### src/rtl/sm83_bus_seq_if.sv
// sm83_bus_seq_if: bundle of core-side request/data signals and external bus
// strobes for the SM83 memory-cycle sequencer.
//
//   master modport : the sequencer (drives aout, dout, phase, strobes, pulses)
//   slave modport  : core/bus side (drives mread, mwrite, ain, din, dl_we,
//                    ext_din, ext_wait)
//
// Signals:
//   mread, mwrite   cycle requests, sampled in T4
//   ain / aout      core address / latched bus address
//   din / dout      core data / data latch
//   dl_we           load din into the data latch
//   ext_din         data from the external bus
//   ext_wait        external wait request
//   t1..t4, tw      phase flags (one-hot, all T flags low during TW)
//   stall           freeze core while in TW
//   ext_data_oe     drive bus data
//   ext_data_lh     bus data latch-hold
//   p_rd, n_rd      read strobes
//   p_wr, n_wr      write strobes
//   bus_timeout     one-clock pulse when the wait limit forced T3
//   req_conflict    one-clock pulse when mread and mwrite were both seen in T4
interface sm83_bus_seq_if #(
    parameter int unsigned ADR_WIDTH = 16,
    parameter int unsigned WORD_SIZE = 8
);
    logic                 mread;
    logic                 mwrite;
    logic [ADR_WIDTH-1:0] ain;
    logic [ADR_WIDTH-1:0] aout;
    logic [WORD_SIZE-1:0] din;
    logic                 dl_we;
    logic [WORD_SIZE-1:0] ext_din;
    logic                 ext_wait;
    logic [WORD_SIZE-1:0] dout;
    logic                 t1;
    logic                 t2;
    logic                 t3;
    logic                 t4;
    logic                 tw;
    logic                 stall;
    logic                 ext_data_oe;
    logic                 ext_data_lh;
    logic                 p_rd;
    logic                 n_rd;
    logic                 p_wr;
    logic                 n_wr;
    logic                 bus_timeout;
    logic                 req_conflict;

    modport master (
        input  mread, mwrite, ain, din, dl_we, ext_din, ext_wait,
        output aout, dout, t1, t2, t3, t4, tw, stall, ext_data_oe, ext_data_lh,
        output p_rd, n_rd, p_wr, n_wr, bus_timeout, req_conflict
    );

    modport slave (
        output mread, mwrite, ain, din, dl_we, ext_din, ext_wait,
        input  aout, dout, t1, t2, t3, t4, tw, stall, ext_data_oe, ext_data_lh,
        input  p_rd, n_rd, p_wr, n_wr, bus_timeout, req_conflict
    );
endinterface

### src/rtl/sm83_bus_seq.sv
// sm83_bus_seq: self-timed M-cycle sequencer for the SM83 core.
//
// Generates its own T-state phase (T1..T4 plus wait states TW), runs read,
// write or idle M-cycles on the external bus, and latches address and data.
// A cycle stretched by ext_wait is capped at WAIT_LIMIT wait states; hitting
// the cap forces T3 and pulses bus_timeout.
//
// Ports:
//   clk      system clock, all state on posedge
//   n_reset  asynchronous active-low reset (aborts any cycle in progress)
//   bus      sm83_bus_seq_if.master: requests, data, phase flags, strobes
//
// Parameters:
//   ADR_WIDTH   address bus width
//   WORD_SIZE   data bus width
//   WAIT_LIMIT  max consecutive TW states per M-cycle (>= 1)
module sm83_bus_seq #(
    parameter int unsigned ADR_WIDTH  = 16,
    parameter int unsigned WORD_SIZE  = 8,
    parameter int unsigned WAIT_LIMIT = 8
) (
    input  logic           clk,
    input  logic           n_reset,
    sm83_bus_seq_if.master bus
);

    localparam int unsigned CNT_W = $clog2(WAIT_LIMIT + 1);
    localparam logic [CNT_W-1:0] CNT_LIMIT = CNT_W'(WAIT_LIMIT);
    localparam logic [CNT_W-1:0] CNT_ONE   = CNT_W'(1);

    typedef enum logic [2:0] {
        PhT1,
        PhT2,
        PhT3,
        PhT4,
        PhTw
    } phase_e;

    typedef enum logic [1:0] {
        CycIdle,
        CycRd,
        CycWr
    } cycle_e;

    phase_e               phase_q, phase_d;
    cycle_e               cycle_q, cycle_d;
    logic [CNT_W-1:0]     wait_cnt_q, wait_cnt_d;
    logic [CNT_W-1:0]     wait_cnt_inc;
    logic [ADR_WIDTH-1:0] aout_q, aout_d;
    logic [WORD_SIZE-1:0] dout_q, dout_d;
    logic                 bus_timeout_q, bus_timeout_d;
    logic                 req_conflict_q, req_conflict_d;

    // Next-state: phase sequencing, wait counting, cycle/address latch, data latch.
    always_comb begin
        phase_d        = phase_q;
        cycle_d        = cycle_q;
        wait_cnt_d     = wait_cnt_q;
        aout_d         = aout_q;
        dout_d         = dout_q;
        bus_timeout_d  = 1'b0;
        req_conflict_d = 1'b0;
        wait_cnt_inc   = wait_cnt_q + CNT_ONE;

        // Core load is the low-priority source; a read capture below overrides it.
        if (bus.dl_we) begin
            dout_d = bus.din;
        end

        unique case (phase_q)
            PhT1: begin
                phase_d = PhT2;
            end
            PhT2: begin
                // Idle cycles never wait.
                if (cycle_q != CycIdle && bus.ext_wait) begin
                    phase_d = PhTw;
                end else begin
                    phase_d = PhT3;
                end
            end
            PhTw: begin
                wait_cnt_d = wait_cnt_inc;
                if (!bus.ext_wait) begin
                    phase_d = PhT3;
                end else if (wait_cnt_inc == CNT_LIMIT) begin
                    // Wait still asserted after the last allowed TW: force completion.
                    phase_d       = PhT3;
                    bus_timeout_d = 1'b1;
                end
            end
            PhT3: begin
                phase_d    = PhT4;
                wait_cnt_d = '0;
                if (cycle_q == CycRd) begin
                    dout_d = bus.ext_din;
                end
            end
            PhT4: begin
                phase_d        = PhT1;
                req_conflict_d = bus.mread & bus.mwrite;
                // Read wins a conflicting request; aout only moves on a real bus cycle.
                if (bus.mread) begin
                    cycle_d = CycRd;
                    aout_d  = bus.ain;
                end else if (bus.mwrite) begin
                    cycle_d = CycWr;
                    aout_d  = bus.ain;
                end else begin
                    cycle_d = CycIdle;
                end
            end
            default: begin
                phase_d = PhT1;
            end
        endcase
    end

    always_ff @(posedge clk or negedge n_reset) begin
        if (!n_reset) begin
            phase_q        <= PhT1;
            cycle_q        <= CycIdle;
            wait_cnt_q     <= '0;
            aout_q         <= '0;
            dout_q         <= '0;
            bus_timeout_q  <= 1'b0;
            req_conflict_q <= 1'b0;
        end else begin
            phase_q        <= phase_d;
            cycle_q        <= cycle_d;
            wait_cnt_q     <= wait_cnt_d;
            aout_q         <= aout_d;
            dout_q         <= dout_d;
            bus_timeout_q  <= bus_timeout_d;
            req_conflict_q <= req_conflict_d;
        end
    end

    // Control outputs decode only registered state, so reset forces idle values at once.
    logic ph_t1, ph_t2, ph_t3, ph_t4, ph_tw;
    logic is_rd, is_wr;
    logic wr_drive;

    always_comb begin
        ph_t1    = (phase_q == PhT1);
        ph_t2    = (phase_q == PhT2);
        ph_t3    = (phase_q == PhT3);
        ph_t4    = (phase_q == PhT4);
        ph_tw    = (phase_q == PhTw);
        is_rd    = (cycle_q == CycRd);
        is_wr    = (cycle_q == CycWr);
        // Write data is driven from T2 through T3, including any wait states.
        wr_drive = is_wr & (ph_t2 | ph_tw | ph_t3);
    end

    assign bus.t1           = ph_t1;
    assign bus.t2           = ph_t2;
    assign bus.t3           = ph_t3;
    assign bus.t4           = ph_t4;
    assign bus.tw           = ph_tw;
    assign bus.stall        = ph_tw;
    assign bus.ext_data_oe  = wr_drive;
    assign bus.ext_data_lh  = is_rd & ph_t3;
    assign bus.p_rd         = is_wr ? ph_t4 : 1'b1;
    assign bus.n_rd         = ~is_wr;
    assign bus.p_wr         = wr_drive;
    assign bus.n_wr         = is_wr & ph_t3;
    assign bus.aout         = aout_q;
    assign bus.dout         = dout_q;
    assign bus.bus_timeout  = bus_timeout_q;
    assign bus.req_conflict = req_conflict_q;

    // Structural sanity: exactly one phase flag and a bounded wait counter.
    a_phase_onehot: assert property (@(posedge clk) disable iff (!n_reset)
        $onehot({ph_t1, ph_t2, ph_t3, ph_t4, ph_tw}));
    a_wait_bounded: assert property (@(posedge clk) disable iff (!n_reset)
        wait_cnt_q <= CNT_LIMIT);
    a_idle_no_wait: assert property (@(posedge clk) disable iff (!n_reset)
        ph_tw |-> (cycle_q != CycIdle));

endmodule
### src/flat_wrapper.sv
// flat-port wrapper written by rule: the top's interface ports become plain ports
module sm83_bus_seq_flat 
#(
    parameter int unsigned ADR_WIDTH  = 16,
    parameter int unsigned WORD_SIZE  = 8,
    parameter int unsigned WAIT_LIMIT = 8
)
  (clk, n_reset, bus_mread, bus_mwrite, bus_ain, bus_din, bus_dl_we, bus_ext_din, bus_ext_wait, bus_aout, bus_dout, bus_t1, bus_t2, bus_t3, bus_t4, bus_tw, bus_stall, bus_ext_data_oe, bus_ext_data_lh, bus_p_rd, bus_n_rd, bus_p_wr, bus_n_wr, bus_bus_timeout, bus_req_conflict);
  sm83_bus_seq_if #(.ADR_WIDTH(ADR_WIDTH), .WORD_SIZE(WORD_SIZE)) bus_i ();
  input  logic clk;
  input  logic n_reset;
  input wire logic [$bits(bus_i.mread)-1:0] bus_mread;
  input wire logic [$bits(bus_i.mwrite)-1:0] bus_mwrite;
  input wire logic [$bits(bus_i.ain)-1:0] bus_ain;
  input wire logic [$bits(bus_i.din)-1:0] bus_din;
  input wire logic [$bits(bus_i.dl_we)-1:0] bus_dl_we;
  input wire logic [$bits(bus_i.ext_din)-1:0] bus_ext_din;
  input wire logic [$bits(bus_i.ext_wait)-1:0] bus_ext_wait;
  output wire logic [$bits(bus_i.aout)-1:0] bus_aout;
  output wire logic [$bits(bus_i.dout)-1:0] bus_dout;
  output wire logic [$bits(bus_i.t1)-1:0] bus_t1;
  output wire logic [$bits(bus_i.t2)-1:0] bus_t2;
  output wire logic [$bits(bus_i.t3)-1:0] bus_t3;
  output wire logic [$bits(bus_i.t4)-1:0] bus_t4;
  output wire logic [$bits(bus_i.tw)-1:0] bus_tw;
  output wire logic [$bits(bus_i.stall)-1:0] bus_stall;
  output wire logic [$bits(bus_i.ext_data_oe)-1:0] bus_ext_data_oe;
  output wire logic [$bits(bus_i.ext_data_lh)-1:0] bus_ext_data_lh;
  output wire logic [$bits(bus_i.p_rd)-1:0] bus_p_rd;
  output wire logic [$bits(bus_i.n_rd)-1:0] bus_n_rd;
  output wire logic [$bits(bus_i.p_wr)-1:0] bus_p_wr;
  output wire logic [$bits(bus_i.n_wr)-1:0] bus_n_wr;
  output wire logic [$bits(bus_i.bus_timeout)-1:0] bus_bus_timeout;
  output wire logic [$bits(bus_i.req_conflict)-1:0] bus_req_conflict;
  assign bus_i.mread = bus_mread;
  assign bus_i.mwrite = bus_mwrite;
  assign bus_i.ain = bus_ain;
  assign bus_i.din = bus_din;
  assign bus_i.dl_we = bus_dl_we;
  assign bus_i.ext_din = bus_ext_din;
  assign bus_i.ext_wait = bus_ext_wait;
  assign bus_aout = bus_i.aout;
  assign bus_dout = bus_i.dout;
  assign bus_t1 = bus_i.t1;
  assign bus_t2 = bus_i.t2;
  assign bus_t3 = bus_i.t3;
  assign bus_t4 = bus_i.t4;
  assign bus_tw = bus_i.tw;
  assign bus_stall = bus_i.stall;
  assign bus_ext_data_oe = bus_i.ext_data_oe;
  assign bus_ext_data_lh = bus_i.ext_data_lh;
  assign bus_p_rd = bus_i.p_rd;
  assign bus_n_rd = bus_i.n_rd;
  assign bus_p_wr = bus_i.p_wr;
  assign bus_n_wr = bus_i.n_wr;
  assign bus_bus_timeout = bus_i.bus_timeout;
  assign bus_req_conflict = bus_i.req_conflict;
  sm83_bus_seq #(.ADR_WIDTH(ADR_WIDTH), .WORD_SIZE(WORD_SIZE), .WAIT_LIMIT(WAIT_LIMIT)) u_core (.clk(clk), .n_reset(n_reset), .bus(bus_i));
endmodule
### config.mk
export PLATFORM = sky130hd
export DESIGN_NAME = sm83_bus_seq_flat
export DESIGN_NICKNAME = d
export VERILOG_FILES = /design/src/rtl/sm83_bus_seq_if.sv /design/src/rtl/sm83_bus_seq.sv /design/src/flat_wrapper.sv
export SDC_FILE = /design/constraint.sdc
export NUM_CORES = 1
export LEC_CHECK = 0
export CAP_MARGIN = 20
export CORE_AREA = 2 2 67 76
export CTS_BUF_LIST = sky130_fd_sc_hd__clkbuf_2
export CTS_CLUSTER_SIZE = 28
export DETAILED_ROUTE_END_ITERATION = 16
export DIE_AREA = 0 0 69 78
export PLACE_DENSITY_LB_ADDON = 0.2
export SLEW_MARGIN = 5
export SYNTH_ARGS = -nofsm -noshare
export SYNTH_HDL_FRONTEND = slang
export SYNTH_SLANG_ARGS = --single-unit
### constraint.sdc
create_clock -name clk -period 1.6 [get_ports clk]
set_clock_uncertainty 0.2 [all_clocks]
set_input_delay 0.16 -clock clk [delete_from_list [all_inputs] [get_ports clk]]
set_output_delay 0.16 -clock clk [all_outputs]
set_load 0.005 [all_outputs]
== Yosys cells after proc, flatten, opt, wreduce, memory -nomap -nowiden ==
Index checks and enable logic that the tools add are counted.
Word-level totals
  register bits: 35
  bits in latches: 0
  RAM bits: 0
  ROM bits: 0
  bits of input ports: 38
  output and inout port bits: 38
  logic and storage cells: 46
  memories kept: 0
Operators by class
  add/sub/neg operators: 1
  $mul: 0
  div/mod/pow operators: 0
  magnitude comparators: 0
  eq/ne operators: 8
  shift operators: 0
  multiplexer cells: 17
  bitwise logic cells: 7
  reduce and logical (&&, ||, !) cells: 6
Operators with widths (count)
  16-bit 2-to-1 mux: 2
  8-bit 2-to-1 mux: 3
  3-bit case mux with 4 select lines: 1
  3-bit 2-to-1 mux: 3
  4-bit case mux with 2 select lines: 1
  3-bit by 2-bit equality test with 1-bit output (second input constant): 2
  2-bit nonzero test: 3
  1-bit 2-to-1 mux: 5
  4-bit by 1-bit adder with 4-bit output (second input constant): 1
  1-bit bitwise AND: 4
  4-bit equality test (second input constant): 1
  2-bit 2-to-1 mux: 2
  3-bit by 1-bit equality test with 1-bit output (second input constant): 1
  3-bit equality test (second input constant): 1
  3-bit logical NOT: 1
  3-bit by 2-bit != test with 1-bit output (second input constant): 1
  2-bit by 1-bit equality test with 1-bit output (second input constant): 1
  2-bit equality test (second input constant): 1
  1-bit bitwise OR: 2
  2-bit AND reduction: 1
  1-bit logical AND: 1
  1-bit inverter: 1

== Depth between registers and ports, before layout ==
Gate-level depths: netlist (run 1).
  depth after elaboration: 5
  depth in mapped cells: 6
  mapped depth without buffers: 5

== Worst setup path after synthesis (run 1) ==
OpenSTA, ideal clock, no wires.
  path kind: reg2reg
  start point: reg u_core.phase_q[2]
  end point: reg u_core.aout_q[0] (netlist: u_core.bus.aout[0])
  setup time: 125 ps
  arrival: 1310 ps
  data required time: 1275 ps
  setup slack: -35 ps
  stages on the path, launching flop included: 6
  buffers on the path: 2
  clock period less this slack: 1635 ps
  cells stage by stage: dfrtp_1 buf_6 nand3b_4 nor2_8 buf_12 mux2_4
On the way
  longest elaborated chain between the ends: 2
RTL lines
  start, declared: RTL line sm83_bus_seq.sv:45  | phase_e phase_q, phase_d;
  start signal, assigned: RTL line sm83_bus_seq.sv:121  | phase_q <= PhT1;
  start signal, assigned: RTL line sm83_bus_seq.sv:129  | phase_q <= phase_d;
  3-bit by 2-bit equality test with 1-bit output: RTL line sm83_bus_seq.sv:70  | unique case (phase_q)
  2-bit AND reduction (no line)
  end signal, assigned: RTL line sm83_bus_seq.sv:132  | aout_q <= aout_d;
  end, declared: RTL line sm83_bus_seq.sv:49  | logic [ADR_WIDTH-1:0] aout_q, aout_d;
No other way between the ends.
A chain may end at the register's enable or synchronous reset.

== Final worst setup path (run 1) ==
  start point: reg u_core.phase_q[2]
  end point: reg u_core.aout_q[2] (netlist: u_core.bus.aout[2])
Same word-level chain as after synthesis.

==> results of run 1 <==
## registers in the layout, summed over array words and instances, names as in the netlist
signal,flops
u_core.wait_cnt_q,4
u_core.cycle_q,2
u_core.bus.dout,8
u_core.bus.aout,16
u_core.phase_q,3
u_core.bus.bus_timeout,1
u_core.bus.req_conflict,1
## routing by layer
metal	vias to the layer above	part of all wire, %	GRT usage (%)
met3	10	6.3	6.23
met5	-	0	0
li1	735	-	-
met4	0	2.1	6.47
met1	769	38	20.4
met2	59	54	34.4
## worst reg2reg max path, cell delays in order, from the launching register on
cell and delay [ns]:
dfrtp_2 0.49, buf_6 0.13, nand3b_4 0.19, buf_6 0.16, nor2_8 0.15, clkbuf_16 0.18, mux2_4 0.30
## what timing repair did
| item | CTS | global route |
|---|---|---|
| hold buffers | 1 | 0 |
| setup buffers | 24 | 10 |
| gates cloned | 0 | 1 |
| endpoints found under the setup margin | 62 | 43 |
| pin swaps | 6 | 9 |
| resized for setup | 119 | 28 |
| hold endpoints to repair | 35 | 0 |
## worst min path at each step
stage,depth (start not counted),endpoint,startpoint
final,2,u_core.bus.aout[13],bus_ain[13]
after detailed placement,1,u_core.bus.aout[10],u_core.bus.aout[10]
after global placement,1,u_core.bus.aout[15],u_core.bus.aout[15]
after CTS,2,u_core.bus.aout[13],bus_ain[13]
after global routing,2,u_core.bus.aout[10],bus_ain[10]
after floorplan,0,u_core.bus.aout[0],n_reset
## power by group through the flow
| stage | Clock [mW] | Combinational (mW) | Sequential, mW |
|---|---|---|---|
| floorplan | 0 | 1.16 | 1.53 |
| global placement | 0 | 2.42 | 1.53 |
| detailed placement | 0 | 2.48 | 1.56 |
| CTS | 0.570 | 3.02 | 1.53 |
| global route | 0.614 | 3.76 | 1.60 |
| finish | 0.549 | 3.54 | 1.55 |
## kinds of logic after synthesis
family | Yosys count | synth area share (%)
AOI/OAI and AO/OA | 22 | 8.28
adders and majority gates | 1 | 0.720
buffers and inverters | 12 | 4.53
DFF | 35 | 50.4
muxes | 34 | 24.1
and+or+nand+nor | 29 | 12.0
## per-stage QoR
stage	power [mW]	cell area [sq um]	utilization, %
finish	5.64	3240	71.2
global route	5.98	3240	71.2
CTS	5.12	3030	66.6
detailed placement	4.04	2710	59.5
global placement	3.95	2710	59.5
floorplan	2.69	1740	-
## cell usage in the layout (no fill, tap or decap), types with 3 or more instances in the layout
| master | n |
|---|---|
| a21o_1 | 3 |
| buf_12 | 4 |
| buf_2 | 6 |
| buf_4 | 28 |
| buf_6 | 28 |
| clkbuf_2 | 5 |
| clkdlybuf4s50_1 | 37 |
| dfrtp_1 | 32 |
| dfrtp_2 | 3 |
| dlygate4sd2_1 | 26 |
| mux2_2 | 16 |
| mux2_4 | 17 |
| nand2_1 | 4 |
| nand2b_4 | 3 |
| nor2_1 | 3 |
| o21ai_0 | 3 |
| o21ai_1 | 4 |
## final cells by class
cell class | count | area share (%)
clock buffer | 5 | 0.772
clock inverter | 2 | 1.16
inverter | 4 | 0.617
multi-input combinational | 86 | 28.6
sequential | 35 | 27.1
tap | 56 | 2.16
timing repair buffer | 132 | 39.6
==> impl_results.md, run 1 <==
* Status: finished with violations
* Failing checks: negative setup slack
* Die ar. at 0.00538 sq mm
* Cell Chain, Critical Path: buf_6 -> nand3b_4 -> buf_6 -> nor2_8 -> clkbuf_16 -> mux2_4
* Setup TNS at -6.46 ns
* R2R depth at 6
* Buf/Inv on CP at 3
* Post-Syn Area per Cell at 13.1 sq um
* CP Max Fanout at 5
* # port buffers at 75
* Tightest Hold Check Type: in -> reg
* Pint at roughly 3.8 mW
* DR WL/cell at ~17 um
* Initial core utilization at a little under two fifths
* Initial DRC count at between 60 and 70
* Netlist cell types at 37
* Area growth, synth to finish at 86.6%
* Count leader, synth: dfrtp_1
* Top cell type's share of synthesized area at 50.4%
* DRC Markers at 0
* Max-cap violations at 0
* # placed instances at approximately 280
* WP data required at about 1.7 ns
* Minimum clock period at between 1.5 and 2 ns
* Final Non-Filler Cells at 320
* Switch share at approximately a third
* R2R setup slack at -0.28 ns
* 1st-pass router iterations at 4
* Slew margin rel. at around three quarters
* FF+latch area at 880 sq um
* Pwr dens at between 1500 and 2000 mW/mm^2
* Static leakage at 1.55 nW
* GRT Overall Usage at 18.9%
* Num ports at 76
* TritonCTS buffer count at 5
* Arrival time at the worst endpoint at around 2 ns
* Setup crit start kind: flip-flop
* Sequential power share at between 20 and 30%
* Fmax at about 530 MHz
* Switch Pwr at around 1.9 mW
* RSZ-0062 raised after global routing: yes
* Pin count of the biggest net entering global routing at 36
* Combinational share of power at roughly 63%
* # rows at 26
* Maximum VDD drop at around 0.84 mV
* Final Cycle Share at 117%
* Number of routed nets with antenna violations at 0
* Nets at ~300
* Hold slack at 0.174 ns
* Clock-pin slew of the registers on the worst-case setup and hold paths at 0.18 ns
* Mapped Area at approximately 0.0017 sq mm
* Layout cell share with drive strength beyond 1 at 51.5%
* Initial antenna violation count at 0
* CTS root buffer: clkbuf_2
* CP Depth at 6
* CTS tree: yes
* Critical R2R Launch: u_core.phase_q[2]
* Cell count after synthesis at 133
* Seq/Total Area, Yosys at between 50% and 60%
* Crit path to: u_core.bus.aout[2]
* Synth Flop Type: dfrtp_1
* Final wirelength at between 5000 and 6000 um
* Crit-path leading delay family: flip-flops
* Vias at 1,573
* CP max stage delay at between 0.4 and 0.5 ns
* R2r endpoint: u_core.bus.aout[2]
* Vias in the first global route at approximately 1,700
* Clock power share at approximately a tenth
* First-pass GRT wire length at about 8000 um
* FF+latch count, synth at 35
* Pins Over Slew Limit at 0
* EDFF count, synth at 0
* Clock latency on the worst-skew pair at between 0.3 and 0.4 ns
* Routability congestion estimate at about 0.82
* DP Worst Slack at -0.232 ns
* Dominant cell type by area after synthesis: dfrtp_1
* Worst-margin pin slew at roughly 0.36 ns
* Synth cell count leaders: dfrtp_1, mux2_2, mux2_4
* Core Footprint at 0.00455 sq mm
* Total gr overflow at 0
* Die Ht at 78 um
* Multi-input gate area in the final layout at ~930 sq um
* Fillcell total at roughly 310
* Final Hold Fails at 0
* Synth Warn # at 0
* H-Tree Depth at 2
* Synth area leaders: dfrtp_1, mux2_2, mux2_4
* # setup viols final at 37
* Asr flop ratio synth at 100%
* Crit Path Class: reg -> reg
* Cell repeated most along the worst path: buf_6
* CP Capture Type: flip-flop
* Post-synthesis net count at ~170
* Final worst slack at -0.278 ns
* Clock tree buffer depth at 2
* CTS sink cnt at 35
* Ant. Diodes at 0
* Vias per cell at 4.92
* Critical path launch point: u_core.phase_q[2]
* Slowest cell on crit path: dfrtp_2
* Die width at between 60 and 70 um
* Dpl hpwl at between 3000 and 4000 um
No activity file was read; power rests on OpenSTA's default activity.
==> inputs of run 2 (changes only) <==
--- a/config.mk
+++ b/config.mk
@@ -6,11 +6,10 @@
 export NUM_CORES = 1
 export LEC_CHECK = 0
 export CAP_MARGIN = 20
-export CORE_AREA = 2 2 67 76
-export CTS_BUF_LIST = sky130_fd_sc_hd__clkbuf_2
+export CORE_AREA = 2 2 66 75
 export CTS_CLUSTER_SIZE = 28
 export DETAILED_ROUTE_END_ITERATION = 16
-export DIE_AREA = 0 0 69 78
+export DIE_AREA = 0 0 68 77
 export PLACE_DENSITY_LB_ADDON = 0.2
 export SLEW_MARGIN = 5
 export SYNTH_ARGS = -nofsm -noshare
==> constraint.sdc (replaced) <==
create_clock -name clk -period 1.8 [get_ports clk]
set_clock_uncertainty 0.2 [all_clocks]
set_input_delay 0.18 -clock clk [delete_from_list [all_inputs] [get_ports clk]]
set_output_delay 0.18 -clock clk [all_outputs]
set_load 0.005 [all_outputs]
==> run 2 against run 1 <==
- the run still ends with negative setup slack left
- wire length fell by 18%
- cell area fell by 12%
- sequential cell count did not move
- largest cell class unchanged
- largest power group unchanged
- highest routed layer unchanged
==> impl_results.md, run 2 (synthesis gave the netlist of run 1 again) <==
* Ant. Diodes at 0 (unchanged)
* Initial DRC count at 53 (-18%)
* H-Tree Depth at 2 (unchanged)
* Switch Pwr at 1.35 mW (-28%)
* Combinational share of power at 55.5% (-7.3 points)
* 1st-pass router iterations at 4 (unchanged)
* R2R setup slack at 0 ns (+0.28 ns)
* R2R depth at 8 (+2)
* Final Cycle Share at 102%
* WP data required at 1.42 ns (-0.26 ns)
* # placed instances at 278 (-1.1%)
* Pwr dens at 1500 mW/mm^2 (-14%)
* Buf/Inv on CP at 5 (+2)
* Largest register FFs at 16 (unchanged)
* DRT met1 WL at 1740 um (-12%)
* Failing checks: negative setup slack
* Vias per cell at 4.83 (-1.8%)
* Slew margin rel. at 70.7% (-5.5 points)
* Die Ht at 77 um (-1.3%)
* TritonCTS buffer count at 5 (unchanged)
* Crit-path leading delay family: buffers and inverters
* Final Non-Filler Cells at 293 (-8.4%)
* # port buffers at 75 (unchanged)
* Die width at 68 um (-1.4%)
* Met2 WL at 2330 um (-18%)
* Slowest cell on crit path: dfrtp_1
* DRC Markers at 0 (unchanged)
* R2r endpoint: u_core.bus.dout[0]
* Crit Path Class: reg -> out
* CP Depth at 8 (+2)
* Final worst slack at -0.0381 ns (+0.240 ns)
* Worst-margin pin slew at 0.439 ns (+0.0844 ns)
* Area growth, synth to finish at 64.3%
* Fmax at 544 MHz
* Layout cell share with drive strength beyond 1 at 39.7% (-12 points)
* Commonest non-fill, non-tap cells in the layout: clkdlybuf4s50_1, dfrtp_1, mux2_2, buf_4, mux2_4
* Pins Over Slew Limit at 0 (unchanged)
* Clock latency on the worst-skew pair at 0.28 ns (-0.10 ns)
* Hold slack at 0.116 ns (-0.0576 ns)
* CP Capture Type: primary output
* Sequential power share at 31.5% (+4.1 points)
* Top Metal Used: met4
* Max-cap violations at 0 (unchanged)
* CTS sink cnt at 35 (unchanged)
* Die ar. at 0.00524 sq mm (-2.7%)
* Layout Utilization at 63.6% (-7.6 points)
* Vias in the first global route at 1,445 (-13%)
* First-pass GRT wire length at 6730 um (-15%)
* Minimum clock period at approximately 1.8 ns
* Tightest Hold Check Type: in -> async
* # setup viols final at 5 (-86%)
* Pwr Total at 4.29 mW (-24%)
* Final wirelength at 4360 um (-18%)
* Pint at 2.95 mW (-22%)
* Routability congestion estimate at 0.883 (+8.0%)
* Final Hold Fails at 0 (unchanged)
* Static leakage at 1.30 nW (-16%)
* Switch share at 31.4% (-1.9 points)
* # rows at 26 (unchanged)
* Dpl hpwl at 3180 um (-1.6%)
* Commonest non-fill, non-tap cell in the layout: clkdlybuf4s50_1
* Vias at 1,415 (-10%)
* CTS root buffer: clkbuf_8
* Pin count of the biggest net entering global routing at 36 (unchanged)
* CTS tree: yes
* Maximum VDD drop at 0.914 mV (+9.4%)
* GRT Overall Usage at 16.9% (-2.0 points)
* Hold_buf cts at 0 (-1)
* Initial core utilization at 38.7% (+0.55 points)
* Total gr overflow at 0 (unchanged)
* Number of routed nets with antenna violations at 0 (unchanged)
* Critical R2R Launch: u_core.phase_q[0]
* RSZ-0062 raised after global routing: yes
* Arrival time at the worst endpoint at 1.46 ns (-0.50 ns)
* Clock power share at 13.0% (+3.3 points)
* CP Max Fanout at 3 (-2)
* Num ports at 76 (unchanged)
* Nets at 276 (-8.9%)
* Initial antenna violation count at 0 (unchanged)
* CP max stage delay at 0.41 ns (-0.08 ns)
* Status: finished with violations
* Clock tree buffer depth at 2 (unchanged)
* Setup crit start kind: flip-flop
* Core Footprint at 0.00449 sq mm (-1.4%)
* DR WL/cell at 14.9 um (-10%)
* Cell Chain, Critical Path: buf_4 -> buf_6 -> nor2_4 -> nand2_4 -> inv_4 -> nand3b_4 -> inv_1 -> buf_2
* Met3 wire length at 261 um (-22%)
* Clock-pin slew of the registers on the worst-case setup and hold paths at 0.06 ns (-0.12 ns)
==> run 2: worst reg2reg max path, delay by kind of cell, from the launching register on <==
kind | cells | cell delay, ns
buffers and inverters | 4 | 0.51
multiplexers | 1 | 0.28
flip-flops | 1 | 0.41
AND/OR/NAND/NOR | 3 | 0.29
==> run 2: metrics by stage <==
stage | TNS, ns | cell area, sq um | setup WS (ns)
3_3_place_gp | -0.0269 | 2690 | -0.00893
4_1_cts | -0.228 | 2840 | -0.126
3_5_place_dp | -0.182 | 2690 | -0.0443
6_report | -0.0632 | 2860 | -0.0381
2_1_floorplan | 0 | 1740 | 0.150
5_1_grt | -0.667 | 2860 | -0.0936
==> run 2: power by group through the flow <==
stage	clock network (mW)	logic [mW]	registers [mW]
2_1_floorplan	0	1.03	1.36
3_3_place_gp	0	2.14	1.33
3_5_place_dp	0	2.18	1.36
4_1_cts	0.581	2.32	1.34
5_1_grt	0.625	2.56	1.40
6_report	0.557	2.38	1.35
==> run 2: layer usage <==
layer  global-route usage [%]  up-vias
met5                        0        -
met4                     4.60        0
met3                     4.40        2
met2                     29.1       51
met1                     20.3      680
li1                         -      682
==> run 2: worst max path at each step <==
stage                            startpoint         endpoint
after floorplan           u_core.phase_q[0]         bus_p_wr
after global placement    u_core.phase_q[0]         bus_n_wr
after detailed placement  u_core.phase_q[0]         bus_n_wr
after CTS                 u_core.phase_q[0]         bus_p_wr
after global routing      u_core.phase_q[0]  bus_ext_data_lh
final                     u_core.phase_q[0]  bus_ext_data_lh
==> run 2: what timing repair did <==
action,in CTS,in global routing
buffers inserted,5,4
pin swaps,2,3
gates cloned,0,0
setup endpoints to repair,11,18
resized for setup,43,9
==> run 2: final cells by class <==
class	count	area, sq um
Clock buffer	6	82.6
Timing Repair Buffer	105	977
Tap cell	56	70.1
Inverter	4	17.5
Sequential cell	35	877
Clock inverter	1	5.00
Fill cell	348	1630
Multi-Input combinational cell	86	826
